===== src/rtl/mux16_16bit_reg_if.sv =====
// Word-select bus for mux16_16bit_reg: packed input words, index and capture
// enable toward the mux, registered word and valid flag back from it.
interface mux16_16bit_reg_if #(
  parameter int WIDTH  = 16,
  parameter int NWORDS = 16,
  parameter int SELW   = $clog2(NWORDS)
);
  logic                    EN;
  logic [WIDTH*NWORDS-1:0] IN;
  logic [SELW-1:0]         SEL;
  logic [WIDTH-1:0]        OUT;
  logic                    OUT_VALID;

  modport master (
    output EN,
    output IN,
    output SEL,
    input  OUT,
    input  OUT_VALID
  );

  modport slave (
    input  EN,
    input  IN,
    input  SEL,
    output OUT,
    output OUT_VALID
  );
endinterface


===== src/rtl/mux16_16bit_reg.sv =====
// Registered 16-to-1 word multiplexer: one-hot decode of SEL gates each word,
// an OR tree merges them, and the result is captured on EN with one-cycle latency.
module mux16_16bit_reg #(
  parameter int WIDTH  = 16,
  parameter int NWORDS = 16
) (
  input  logic               CLK,
  input  logic               RST_N,
  mux16_16bit_reg_if.slave   bus
);
  localparam int SELW = $clog2(NWORDS);

  logic [NWORDS-1:0] sel_onehot;
  logic [WIDTH-1:0]  masked_word [NWORDS];
  logic [WIDTH-1:0]  sel_word;
  logic [WIDTH-1:0]  out_reg;
  logic              valid_reg;

  // Unselected words are forced to zero so they cannot leak X or stray bits.
  generate
    for (genvar gi = 0; gi < NWORDS; gi++) begin : g_word
      assign sel_onehot[gi]  = (bus.SEL == SELW'(gi));
      assign masked_word[gi] = bus.IN[gi*WIDTH +: WIDTH] & {WIDTH{sel_onehot[gi]}};
    end
  endgenerate

  always_comb begin
    sel_word = '0;
    for (int k = 0; k < NWORDS; k++) begin
      sel_word = sel_word | masked_word[k];
    end
  end

  always_ff @(posedge CLK) begin
    if (!RST_N) begin
      out_reg   <= '0;
      valid_reg <= 1'b0;
    end else if (bus.EN) begin
      out_reg   <= sel_word;
      valid_reg <= 1'b1;
    end
  end

  assign bus.OUT       = out_reg;
  assign bus.OUT_VALID = valid_reg;
endmodule


===== src/flat_wrapper.sv =====
// flat-port wrapper written by rule: the top's interface ports become plain ports
module mux16_16bit_reg_flat 
#(
  parameter int WIDTH  = 16,
  parameter int NWORDS = 16
)
  (CLK, RST_N, bus_EN, bus_IN, bus_SEL, bus_OUT, bus_OUT_VALID);
  mux16_16bit_reg_if #(.WIDTH(WIDTH), .NWORDS(NWORDS)) bus_i ();
  input  logic CLK;
  input  logic RST_N;
  input wire logic [$bits(bus_i.EN)-1:0] bus_EN;
  input wire logic [$bits(bus_i.IN)-1:0] bus_IN;
  input wire logic [$bits(bus_i.SEL)-1:0] bus_SEL;
  output wire logic [$bits(bus_i.OUT)-1:0] bus_OUT;
  output wire logic [$bits(bus_i.OUT_VALID)-1:0] bus_OUT_VALID;
  assign bus_i.EN = bus_EN;
  assign bus_i.IN = bus_IN;
  assign bus_i.SEL = bus_SEL;
  assign bus_OUT = bus_i.OUT;
  assign bus_OUT_VALID = bus_i.OUT_VALID;
  mux16_16bit_reg #(.WIDTH(WIDTH), .NWORDS(NWORDS)) u_core (.CLK(CLK), .RST_N(RST_N), .bus(bus_i));
endmodule

===== config.mk =====
export PLATFORM = sky130hd
export DESIGN_NAME = mux16_16bit_reg_flat
export DESIGN_NICKNAME = d
export VERILOG_FILES = /design/src/rtl/mux16_16bit_reg_if.sv /design/src/rtl/mux16_16bit_reg.sv /design/src/flat_wrapper.sv
export SDC_FILE = /design/constraint.sdc
export NUM_CORES = 1
export LEC_CHECK = 0
export CORE_AREA = 4 4 108 110
export DETAILED_ROUTE_END_ITERATION = 16
export DIE_AREA = 0 0 112 114
export PLACE_DENSITY = 0.73
export SYNTH_ARGS = -nofsm -noshare
export SYNTH_HDL_FRONTEND = slang
export SYNTH_SLANG_ARGS = --single-unit

===== constraint.sdc =====
create_clock -name CLK -period 1.9 [get_ports CLK]
set_input_delay 0.38 -clock CLK [delete_from_list [all_inputs] [get_ports CLK]]
set_output_delay 0.38 -clock CLK [all_outputs]
set_load 0.01 [all_outputs]

==> results.py <==
metrics = {
    "layout": {
        "layout.nets": 955,
        "final_cell_mix": "275 x clkdlybuf4s50_1, 70 x buf_4, 36 x mux2i_1, 33 x a22oi_1, 25 x o21ai_0",
        "final_util_pct": 58.28,
        "final_common_cell": "clkdlybuf4s50_1",
        "antenna_cells": 0,
        "area_growth_pct": 122.8,
        "finalInstanceArea_sq_mm": 0.006235,
        "drive_gt1_share_pct": 15.34,
    },
    "worst_setup_path": {
        "crit_path_end_kind": "register",
        "path_class": "in -> reg",
        "cp-startpoint": "bus_SEL[0]",
        "r2r_start": "u_core.bus.OUT[1]$_SDFFE_PN0P_",
        "critPathMaxFanout": 17,
        "crit_arrival_ns": 1.90,
        "r2r_slack_ns": 1.20,
        "crit_required_ns": 2.05,
        "r2r-end": "u_core.bus.OUT[1]$_SDFFE_PN0P_",
        "startpoint_type": "primary input",
        "reg2regPathDepth": 1,
    },
    "pwr": {
        "p_leak_nw": 2.409,
        "powerDensity_mw_per_mm2": 322.1,
        "peakVddDrop_mv": 0.2436,
    },
    "clocking": {
        "cts_htree_levels": 1,
        "cts_setup_buffers": 0,
        "cts_hold_buf": 0,
        "cts.path.max_buffers": 2,
        "tritoncts": "built",
        "cts_buffers": 3,
        "cts.clk_slew.worst_paths_ns": 0.08,
        "clk_latency_ns": 0.26,
        "cts-resized-gates": 0,
        "numClockSinks": 17,
        "cts_root_buffer": "clkbuf_8",
    },
    "global_routing": {
        "track_usage_pct": 27.75,
        "grt_pass1_wl_microns": 27720,
        "grt_pass1_vias": 5102,
        "antenna_found_initial": 0,
        "grt.overflow.total": 0,
        "grt_max_degree": 24,
    },
    "die": {
        "coreArea_sq_mm": 0.01070,
        "die_area_sq_mm": 0.01277,
        "placementRows": 38,
        "start_util_pct": 26.16,
        "ios": 280,
        "die_h_microns": 114,
        "die_w_microns": 112,
    },
    "sta": {
        "finalCritPeriodShare_pct": 91.82,
        "fin_skew_ns": 0,
        "rsz0062_at_grt": "false",
        "tns_ns": 0,
        "slew_headroom_pct": 62.78,
        "worstMarginPinSlew_ns": 0.5513,
        "hold_viol_final": 0,
        "setup_ws_ns": 0.1554,
        "slew_viol_final": 0,
        "period_needed_ns": 1.745,
        "clock.fmax_mhz": 573.2,
        "setup_violations": 0,
        "whs_ns": 0.4714,
    },
    "hold_path": {
        "min_to": "u_core.bus.OUT_VALID$_SDFFE_PN0P_",
        "hold_depth": 1,
        "min_from": "u_core.bus.OUT_VALID$_SDFFE_PN0P_",
        "min_path_type": "reg -> reg",
    },
    "detailed_routing": {
        "vias": 4614,
        "viasPerCell": 5.552,
        "first_pass_iters": 5,
        "drtIter0Drc": 330,
        "wl_microns": 18760,
        "wire_per_inst_microns": 22.57,
        "drc": 0,
        "drtAntennaViolNets": 0,
    },
    "synthesis": {
        "async_reset_ff_share_pct": 0,
        "yosysUniqueCellTypes": 51,
        "syn_area_sq_mm": 0.002799,
        "ys_seq_elements": 17,
        "syn_area_per_cell_sq_um": 7.606,
        "synth_edf_count": 0,
        "netlist_instances": 368,
        "synth_ff_type": "dfxtp_1",
        "ys_seq_area_share_pct": 12.16,
        "yosys_warnings": 0,
        "syn_nets": 631,
    },
    "place": {
        "post-dp-hpwl_microns": 15970,
        "pre_cts_slack_ns": -0.1274,
        "gp_congestion": 0.9297,
        "dpl-instance-area_sq_mm": 0.006188,
        "io_buffer_count": 279,
    },
    "flow_run": {
        "maxCapViolCount": 0,
    },
    "status": {
        "status": "complete, no violations",
    },
}
synth_stat cells, types with 3 or more instances:
cell / count / share of area (%)
and3b_1: 3 / 0.94
nor3_1: 3 / 0.54
a221o_1: 4 / 1.4
a32oi_1: 4 / 1.3
inv_1: 3 / 0.40
dfxtp_1: 17 / 12
buf_6: 5 / 2.0
a22oi_1: 33 / 8.9
and2_1: 6 / 1.3
o32ai_1: 4 / 1.3
buf_2: 12 / 2.1
nor2b_1: 9 / 2.0
o21ai_0: 25 / 4.5
nor3b_1: 3 / 0.80
nor2_1: 24 / 3.2
a211oi_1: 6 / 1.6
buf_4: 10 / 2.7
o22ai_1: 12 / 2.7
mux2i_1: 36 / 13
a31oi_1: 5 / 1.1
o2bb2ai_1: 5 / 1.6
nand2_1: 22 / 3.0
a22o_1: 13 / 4.1
a221oi_1: 11 / 3.4
nand3_1: 9 / 1.6
clkbuf_1: 8 / 1.1
a21oi_1: 21 / 3.8
mux2_2: 13 / 5.2
a222oi_1: 3 / 1.1
o2111ai_1: 4 / 1.3
nor4_1: 5 / 1.1
o221ai_1: 4 / 1.3
sequential cells by signal, indices dropped and copies added (netlist names):
signal,cells
u_core.bus.OUT,16
u_core.bus.OUT_VALID,1
stage by stage:
step                std cells  power [W]
floorplan                 368  0.0008378
global placement          827   0.001692
detailed placement        827   0.001707
CTS                       831   0.002007
global route              831   0.002107
finish                    831   0.002008
power breakdown:
| part | switching [W] | internal, W | total [W] | leakage (nW) |
|---|---|---|---|---|
| clock network | 0.000151 | 0.000146 | 0.000297 | 0.0255 |
| registers | 0.0000181 | 0.000387 | 0.000405 | 0.141 |
| logic | 0.000483 | 0.000823 | 0.00131 | 2.24 |
| total | 0.000652 | 0.00136 | 0.00201 | 2.41 |
per-layer routing:
metal  up-vias  track usage (%)  share of wire (%)
li1       2139                -                  -
met5         -                0                  0
met2       274            51.64                 51
met1      2181            31.54                 38
met4         0            6.010                1.7
met3        20            7.958                9.4
worst max path at each step:
stage                                            endpoint  cells past startpoint  slack, ns
after CTS                  u_core.bus.OUT[4]$_SDFFE_PN0P_                      6       0.14
after floorplan            u_core.bus.OUT[0]$_SDFFE_PN0P_                      8       0.22
final                      u_core.bus.OUT[4]$_SDFFE_PN0P_                      6       0.16
after detailed placement  u_core.bus.OUT[13]$_SDFFE_PN0P_                      7      -0.13
after global routing       u_core.bus.OUT[1]$_SDFFE_PN0P_                      7       0.04
after global placement    u_core.bus.OUT[13]$_SDFFE_PN0P_                      7      -0.11
logic make-up (layout without fill, tap and decap cells):
kind of cell,Yosys count,count (layout),synth area share [%]
simple gates,94,94,16.99
flops,17,17,12.16
buf+inv,40,363,8.583
mux,49,49,18.10
compound gates,168,168,44.17
worst max-delay path, stage by stage:
cell and delay, ns:
buf_2 0.31, buf_4 0.22, mux2i_1 0.23, o221ai_1 0.13
or3_1 0.40, o221a_1 0.22
layout make-up:
type / count / area (sq um)
Fill cell: 1016 / 4463
Sequential cell: 17 / 340.3
Inverter: 3 / 11.26
Tap cell: 140 / 175.2
Clock buffer: 3 / 41.29
Multi-Input combinational cell: 311 / 2223
Clock inverter: 1 / 5.005
Timing Repair Buffer: 356 / 3438
(Power assumes the default switching activity.)
